<file path="src/rtl/l0_skew_buf_if.sv">
// Bus bundle for l0_skew_buf: write port, read request/mode, read data and status.
// o_level exists only when L0_LEVEL_EN is defined.
interface l0_skew_buf_if #(
    parameter int row   = 8,
    parameter int bw    = 4,
    parameter int depth = 64
);
    // Handshake: a write is taken on any edge where wr is high and o_ready was high
    // (writes while full are dropped); rd has no back-pressure, and an o_valid[i]
    // pulse marks each cycle in which out row i carries a freshly popped entry.
    logic                 wr;
    logic [row*bw-1:0]    in;
    logic                 rd;
    logic                 mode;
    logic [row*bw-1:0]    out;
    logic [row-1:0]       o_valid;
    logic                 o_full;
    logic                 o_ready;
    logic                 o_empty;
`ifdef L0_LEVEL_EN
    logic [$clog2(depth+1)-1:0] o_level;
`endif
    logic                 dbg_mode_q;
    logic [row-1:0]       dbg_rd_en;

`ifdef L0_LEVEL_EN
    modport master (output wr, in, rd, mode,
                    input  out, o_valid, o_full, o_ready, o_empty, o_level, dbg_mode_q, dbg_rd_en);
    modport slave  (input  wr, in, rd, mode,
                    output out, o_valid, o_full, o_ready, o_empty, o_level, dbg_mode_q, dbg_rd_en);
`else
    modport master (output wr, in, rd, mode,
                    input  out, o_valid, o_full, o_ready, o_empty, dbg_mode_q, dbg_rd_en);
    modport slave  (input  wr, in, rd, mode,
                    output out, o_valid, o_full, o_ready, o_empty, dbg_mode_q, dbg_rd_en);
`endif
endinterface

</file>
<file path="src/rtl/l0_skew_buf.sv">
// West-edge L0 staging buffer: row parallel-write FIFOs read in broadcast or diagonal skew.
// Define L0_LEVEL_EN to add the o_level occupancy output (count of the last row).
module l0_skew_buf #(
    parameter int row   = 8,
    parameter int bw    = 4,
    parameter int depth = 64
) (
    input logic          clk,
    input logic          reset,
    l0_skew_buf_if.slave bus
);
    localparam int aw = $clog2(depth);
    localparam int cw = $clog2(depth + 1);
    localparam logic [aw-1:0] one_a = 1;
    localparam logic [cw-1:0] one_c = 1;
    localparam logic [cw-1:0] depth_c = cw'(depth);

    logic [bw-1:0]     mem    [row][depth];
    logic [aw-1:0]     wr_ptr [row];
    logic [aw-1:0]     rd_ptr [row];
    logic [cw-1:0]     cnt    [row];
    logic [row-1:0]    full, empty, pop;
    logic [row-1:0]    rd_en;
    logic [row-1:0]    o_valid_q;
    logic [row*bw-1:0] out_q;
    logic              mode_q;
    logic              wr_ok;

    always_comb begin
        full  = '0;
        empty = '0;
        pop   = '0;
        for (int i = 0; i < row; i++) begin
            full[i]  = (cnt[i] == depth_c);
            empty[i] = (cnt[i] == '0);
            pop[i]   = rd_en[i] && !empty[i];
        end
        wr_ok = bus.wr && !(|full);
    end

    // Storage is not reset; clearing the pointers and counts discards its contents.
    always_ff @(posedge clk) begin
        for (int i = 0; i < row; i++) begin
            if (wr_ok) mem[i][wr_ptr[i]] <= bus.in[i*bw +: bw];
        end
    end

    always_ff @(posedge clk) begin
        if (reset) begin
            for (int i = 0; i < row; i++) begin
                wr_ptr[i] <= '0;
                rd_ptr[i] <= '0;
                cnt[i]    <= '0;
            end
            rd_en     <= '0;
            mode_q    <= 1'b0;
            out_q     <= '0;
            o_valid_q <= '0;
        end else begin
            for (int i = 0; i < row; i++) begin
                if (wr_ok) wr_ptr[i] <= wr_ptr[i] + one_a;
                if (pop[i]) begin
                    out_q[i*bw +: bw] <= mem[i][rd_ptr[i]];
                    rd_ptr[i]         <= rd_ptr[i] + one_a;
                end
                if (wr_ok && !pop[i]) cnt[i] <= cnt[i] + one_c;
                else if (!wr_ok && pop[i]) cnt[i] <= cnt[i] - one_c;
            end
            o_valid_q <= pop;
            if (mode_q) rd_en <= {rd_en[row-2:0], bus.rd};
            else        rd_en <= {row{bus.rd}};
            // Mode only switches when no read is in flight, so a wavefront is never split.
            if (rd_en == '0 && !bus.rd) mode_q <= bus.mode;
        end
    end

    assign bus.out        = out_q;
    assign bus.o_valid    = o_valid_q;
    assign bus.o_full     = |full;
    assign bus.o_ready    = ~(|full);
    assign bus.o_empty    = &empty;
    assign bus.dbg_mode_q = mode_q;
    assign bus.dbg_rd_en  = rd_en;
`ifdef L0_LEVEL_EN
    assign bus.o_level    = cnt[row-1];
`endif
endmodule
</file>
<file path="src/flat_wrapper.sv">
// flat-port wrapper written by rule: the top's interface ports become plain ports
module l0_skew_buf_flat 
#(
    parameter int row   = 8,
    parameter int bw    = 4,
    parameter int depth = 64
)
  (clk, reset, bus_wr, bus_in, bus_rd, bus_mode, bus_out, bus_o_valid, bus_o_full, bus_o_ready, bus_o_empty, bus_dbg_mode_q, bus_dbg_rd_en);
  l0_skew_buf_if #(.row(row), .bw(bw), .depth(depth)) bus_i ();
  input logic clk;
  input logic reset;
  input wire logic [$bits(bus_i.wr)-1:0] bus_wr;
  input wire logic [$bits(bus_i.in)-1:0] bus_in;
  input wire logic [$bits(bus_i.rd)-1:0] bus_rd;
  input wire logic [$bits(bus_i.mode)-1:0] bus_mode;
  output wire logic [$bits(bus_i.out)-1:0] bus_out;
  output wire logic [$bits(bus_i.o_valid)-1:0] bus_o_valid;
  output wire logic [$bits(bus_i.o_full)-1:0] bus_o_full;
  output wire logic [$bits(bus_i.o_ready)-1:0] bus_o_ready;
  output wire logic [$bits(bus_i.o_empty)-1:0] bus_o_empty;
  output wire logic [$bits(bus_i.dbg_mode_q)-1:0] bus_dbg_mode_q;
  output wire logic [$bits(bus_i.dbg_rd_en)-1:0] bus_dbg_rd_en;
  assign bus_i.wr = bus_wr;
  assign bus_i.in = bus_in;
  assign bus_i.rd = bus_rd;
  assign bus_i.mode = bus_mode;
  assign bus_out = bus_i.out;
  assign bus_o_valid = bus_i.o_valid;
  assign bus_o_full = bus_i.o_full;
  assign bus_o_ready = bus_i.o_ready;
  assign bus_o_empty = bus_i.o_empty;
  assign bus_dbg_mode_q = bus_i.dbg_mode_q;
  assign bus_dbg_rd_en = bus_i.dbg_rd_en;
  l0_skew_buf #(.row(row), .bw(bw), .depth(depth)) u_core (.clk(clk), .reset(reset), .bus(bus_i));
endmodule
</file>
<file path="config.mk">
export PLATFORM = sky130hd
export DESIGN_NAME = l0_skew_buf_flat
export DESIGN_NICKNAME = d
export VERILOG_FILES = /design/src/rtl/l0_skew_buf_if.sv /design/src/rtl/l0_skew_buf.sv /design/src/flat_wrapper.sv
export SDC_FILE = /design/constraint.sdc
export NUM_CORES = 2
export LEC_CHECK = 0
export BUFFER_PORTS_ARGS = -buffer_cell sky130_fd_sc_hd__buf_2
export CORE_MARGIN = 2
export CORE_UTILIZATION = 60
export DETAILED_ROUTE_END_ITERATION = 12
export PLACE_DENSITY = 0.81
export SYNTH_ARGS = -nofsm -noshare
export SYNTH_HDL_FRONTEND = slang
export SYNTH_SLANG_ARGS = --single-unit
</file>
<file path="constraint.sdc">
create_clock -name clk -period 10.3 [get_ports clk]
set_input_delay 2.06 -clock clk [delete_from_list [all_inputs] [get_ports clk]]
set_output_delay 2.06 -clock clk [all_outputs]
set_load 0.005 [all_outputs]
</file>
# Word level (Yosys, flattened, before mapping)
# Memory sizes are Yosys's and may differ from the RTL's.
# Index checks and enable logic that the tools add are counted.
[word_totals] ff_bits=49 ramBits=2200 out_inout_bits=52 wordCells=358 memories=4
[classes] n_addsub=32 n_lt_le_gt_ge=24 n_eq_ne=8 mux=166 bitwise=49 n_reduce_logical=64
[memory_table] name="u_core.mem" words=8 word_bits=256 rd=8 rd_clocked_by_memory_dff=0 wr=8 line="l0_skew_buf.sv:18" rtl="logic [bw-1:0] mem [row][depth];"
[memory_table] name="u_core.cnt" words=8 word_bits=7 rd=8 rd_clocked_by_memory_dff=0 wr=8 line="l0_skew_buf.sv:21" rtl="logic [cw-1:0] cnt [row];"
[memory_table] name="u_core.rd_ptr" words=8 word_bits=6 rd=8 rd_clocked_by_memory_dff=0 wr=8 line="l0_skew_buf.sv:20" rtl="logic [aw-1:0] rd_ptr [row];"
[memory_table] name="u_core.wr_ptr" words=8 word_bits=6 rd=8 rd_clocked_by_memory_dff=0 wr=8 line="l0_skew_buf.sv:19" rtl="logic [aw-1:0] wr_ptr [row];"
[op_table] cell="$mux W256" n=8
[op_table] cell="$bmux W4 S6" n=8
[op_table] cell="$demux W4 S6" n=8
[op_table] cell="$ge A7 B7 Y1 const B" n=16
[op_table] cell="$mux W7" n=16
[op_table] cell="$not A6 Y7" n=16
[op_table] cell="$add A6 B1 Y6 const B" n=16
[op_table] cell="$mux W4" n=24
[op_table] cell="$mux W6" n=16
[op_table] cell="$mux W1" n=85
[op_table] cell="$add A7 B1 Y7 const B" n=8
[op_table] cell="$eq A7 B7 Y1 const B" n=8
[op_table] cell="$logic_not A7 Y1" n=8
[op_table] cell="$lt A7 B1 Y1 const B" n=8
[op_table] cell="$sub A7 B1 Y7 const B" n=8
[op_table] cell="$logic_and A1 B1 Y1" n=34
[op_table] cell="$or A1 B1 Y1" n=32
[op_table] cell="$logic_not A1 Y1" n=19
[op_table] cell="$logic_not A8 Y1" n=1
[op_table] cell="$mux W8" n=1
[op_table] cell="$reduce_and A8 Y1" n=1
[op_table] cell="$reduce_or A8 Y1" n=1
[op_table] cell="$not A1 Y1" n=1

# Longest topological paths before layout
[logic_depth] word_depth=11 mapped_depth=21 ltp_nobuf=16

# Worst setup path after synthesis
# No wires, ideal clock.
[synth_timing] path_type="input -> register" startpoint="in bus_wr" endpoint="mem u_core.cnt[0][13] (netlist name) (data pin)" setup_ns=0.266 t_arrival_ns=4.862 t_required_ns=10.034 path_slack_ns=5.172 stages=16 path_cell_list="o2111ai_2 > or3_4 > buf_6 > buf_12 > buf_4 > buf_2 > nand2_1 > inv_1 > ha_1 > nor2b_1 > o21a_1 > o21ai_0 > a21oi_1 > a2111oi_0 > mux2i_1 > nor2_1"
[synth_rtl] item="from (decl)" line="flat_wrapper.sv:12" rtl="input wire logic [$bits(bus_i.wr)-1:0] bus_wr;"
[synth_rtl] item="to (decl)" line="l0_skew_buf.sv:21"

==> impl_metrics.tcl <==
set metrics [dict create \
    initial_antenna_violation_count 5 \
    drv_slew 0 \
    timing.critical_path.required_ps 10990 \
    ys_top_cells_by_area "edfxtp_1 (72%), mux4_2 (12%), nor2_1 (2.9%)" \
    clkLatencyLatePin_ps 870 \
    flow.area_growth_from_synthesis_pct 9.86 \
    post-synth-top-area-cell "edfxtp_1" \
    synth_top_area_share_pct 72.1 \
    timing.reg2reg.worst_path_depth 17 \
    timing.setup.tns_ps 0 \
    maxCapViolations 0 \
    nNetsFinal 5205 \
    final_cell_mix "edfxtp_1 (2200), nor2_1 (700), mux4_2 (490)" \
    area_taken_by_flip_flops_and_latches_mm2 0.0670 \
    synth.yosys.warnings 0 \
    core.rowCount 143 \
    drt_first_iter_violations 5668 \
    top_signal_layer_used "met5" \
    nFillCells 9499 \
    post-route-util_pct 66.3 \
    clockRootBuffer "clkbuf_16" \
    wl_met2_um 94200 \
    crit_slowest_cell "buf_4" \
    port-buffer-count 88 \
    timing.final.crit_share_pct 50.8 \
    vdd_ir_drop_max_mv 0.170 \
    drc_errors 0 \
    via_per_inst 6.45 \
    commonest_non_fill_non_tap_cell_in_the_layout "edfxtp_1" \
    design_power_total_mw 22.1 \
    net-switching-power_mw 5.94 \
    report.final.hold_viol_count 0 \
    floorplan.core_area_mm2 0.152 \
    met1_length_um 74400 \
    place.gp.congestion 0.857 \
    finalSetupViolCount 0 \
    path_buf_inv 3 \
    critPathKind "register to register" \
    synth_flop_cell "edfxtp_1" \
    cts_tree "built" \
    clock_power_share_pct 35.2 \
    met3WireLength_um 16700 \
    critical_path.reg2reg.endpoint "u_core.cnt[0][34]" \
    ports 89 \
    clk_path_buf_depth 3 \
    power_report.internal_total_mw 16.2 \
    post_cts_resized 0 \
    netSwitchingFraction_pct 26.8 \
    postCtsHoldBufs 0 \
    grt_pass1_vias 48500 \
    synth.net_count 5174 \
    pwr_density_cell_mw_per_mm2 220 \
    fin_crit_ps 5240 \
    crit_path_max_incr_delay_ps 510 \
    die_area_mm2 0.156 \
    reg_to_reg_start "u_core.cnt[0][35]" \
    critical-path-top-delay-family "simple AND/OR/NAND/NOR gates" \
    cellLeakagePower_nw 31.6 \
    timing.critical_path.arrival_ps 5930 \
    layout-drive-gt1-share_pct 18.9 \
    synth-seq-cells 2249 \
    synth-edff-count 2200 \
    yosysSeqAreaShare_pct 73.2 \
    tightestPinTransition_ps 1240 \
    timing.reg2reg.setup_slack_ps 5060 \
    multi_input_comb_area_mm2 0.0231 \
    crit_path_start "u_core.cnt[0][35]" \
    drt.antenna.violating_nets 0 \
    max-slew-margin-rel_pct 17.1 \
    global_route_wire_length_before_repair_um 295000 \
    postCtsSetupRepairBufs 0 \
    hold_start "u_core.bus.out[24]" \
    start_util_pct 60.4 \
    routed_wl_um 191000 \
    gr-usage-all-layers_pct 24.7 \
    avgSynthCellArea_um2 18.0 \
    die_w_um 395 \
    netlist-cell-type-count 73 \
    outcome "complete, no violations" \
    crit_chain "inv_1, ha_1, or3b_1, or3_1, o2111ai_2, or3_4, buf_4, nand2_1, inv_1, ha_1, nor2b_1, o21ai_0, a21oi_1, o21ai_0, o31ai_1, or4_1, a21oi_1" \
    clock.fmax_ghz 0.191 \
    drt_pre_antenna_iters 8 \
    crit_end "u_core.cnt[0][34]" \
    critical_path.max_fanout 33 \
    critical_path_depth 17 \
    synth_async_sr_flop_share_pct 0 \
    chipHeight_um 395 \
    grt_setup_unrepaired "no" \
    finalClockSkew_ps 37.6 \
    worst_setup_hold_path_clk_slew_ps 60 \
    cts-htree-levels 4 \
    crit_path_end_kind "register" \
    placed_wire_length_estimate_um 113000 \
    cp-start-kind "register" \
    holdCritPathClass "register to register" \
    comb_power_share_pct 14.9 \
    post_synthesis_instance_total 5077 \
    vias 47200 \
    synthesis.area_mm2 0.0916 \
    seq_power_share_pct 50.0 \
    largest_net_degree_at_the_start_of_global_routing 65 \
    cts_buffers 210 \
    wire_per_inst_um 26.1 \
    cts.sink_count 2249 \
    overflow 0 \
]
flip-flops by register name, summed over array words and instances, names as in the netlist:
name and cells:
u_core.bus.dbg_rd_en 8, u_core.bus.out 32, u_core.cnt 56, u_core.bus.o_valid 8, u_core.wr_ptr 48, u_core.rd_ptr 48
u_core.bus.dbg_mode_q 1, u_core.mem 2048
metrics by stage:
stage / hold WS [ps] / instance area (µm²) / instances / setup WS (ps)
after global placement: 436 / 93600 / 6926 / 4710
after detailed placement: 440 / 93600 / 6926 / 4710
final: 448 / 101000 / 7325 / 5060
after floorplan: 439 / 91600 / 5077 / 5170
after global routing: 474 / 101000 / 7323 / 4630
after CTS: 452 / 101000 / 7323 / 5080
cells by family (layout without fill, tap and decap cells):
| logic type | count (synthesis) | count (layout) | synth area share [%] |
|---|---|---|---|
| muxes | 704 | 704 | 14.4 |
| AOI/OAI and AO/OA | 369 | 369 | 2.71 |
| other | 0 | 2 | 0 |
| DFF | 2249 | 2249 | 73.2 |
| and+or+nand+nor | 1237 | 1237 | 6.31 |
| adders and majority gates | 60 | 60 | 0.877 |
| xor gates and xnor gates | 91 | 91 | 0.870 |
| buffers and inverters | 367 | 583 | 1.65 |
worst min-delay path by stage:
stage	endpoint	depth (start not counted)
after floorplan	u_core.bus.out[24]	2
after global placement	u_core.bus.out[26]	2
after detailed placement	u_core.bus.out[24]	2
after CTS	u_core.bus.out[24]	2
after global routing	u_core.bus.out[25]	2
final	u_core.bus.out[24]	2
synthesized netlist by cell type, types with 6 or more instances:
| library cell | count |
|---|---|
| edfxtp_1 | 2200 |
| nor2_1 | 700 |
| mux4_2 | 490 |
| mux2i_1 | 209 |
| clkbuf_1 | 180 |
| nand2_1 | 122 |
| nand3_1 | 92 |
| a21oi_1 | 77 |
| buf_1 | 76 |
| o21ai_0 | 58 |
| nor2b_1 | 57 |
| buf_2 | 53 |
| ha_1 | 53 |
| xnor2_1 | 51 |
| dfxtp_1 | 49 |
| inv_1 | 47 |
| a211oi_1 | 42 |
| xor2_1 | 40 |
| a22oi_1 | 38 |
| nand3b_1 | 37 |
| o22ai_1 | 34 |
| nand2b_1 | 27 |
| nor3_1 | 26 |
| and2_1 | 25 |
| or3_1 | 24 |
| or2_2 | 23 |
| a21o_1 | 20 |
| a2111oi_0 | 17 |
| o221ai_1 | 16 |
| or3b_2 | 16 |
| nand4b_1 | 12 |
| nor4_1 | 11 |
| o211ai_1 | 10 |
| or4b_2 | 10 |
| a221oi_1 | 9 |
| a32oi_1 | 9 |
| nand4_1 | 9 |
| nor4b_1 | 8 |
| o2111ai_1 | 8 |
| or2_1 | 8 |
| a31oi_1 | 7 |
| fa_1 | 7 |
| nor3_2 | 7 |
| buf_6 | 6 |
layout make-up:
| cell class | count | share of cell area (%) |
|---|---|---|
| antenna | 2 | 0.00497 |
| clock buffer | 263 | 5.54 |
| clock inverter | 134 | 1.40 |
| inverter | 49 | 0.183 |
| multi-input combinational | 2461 | 22.9 |
| sequential | 2249 | 66.6 |
| tap | 2030 | 2.52 |
| timing repair buffer | 137 | 0.806 |
per-layer routing:
layer / GRT usage [%] / vias to the layer above
met5: 0 / -
met4: 7.82 / 8
met3: 5.22 / 416
met2: 39.9 / 2443
met1: 34.3 / 24100
li1: - / 20200
power by group through the flow:
stage | sequential, mW | clock [mW] | combinational, mW
finish | 11.1 | 7.78 | 3.30
global route | 11.1 | 8.20 | 3.54
CTS | 11.0 | 7.87 | 3.28
detailed placement | 11.2 | 0 | 3.24
global placement | 11.2 | 0 | 3.15
floorplan | 10.9 | 0 | 2.45
worst register-to-register path, stage by stage, from the launching register on:
cell       delay (ps)
edfxtp_1          430
inv_1              90
ha_1              180
or3b_1            400
or3_1             430
o2111ai_2         250
or3_4             440
buf_4             520
nand2_1           210
inv_1             200
ha_1              300
nor2b_1           180
o21ai_0           330
a21oi_1           190
o21ai_0           180
o31ai_1           110
or4_1             470
a21oi_1           180
Note: power is estimated with default switching activity, not from simulation.
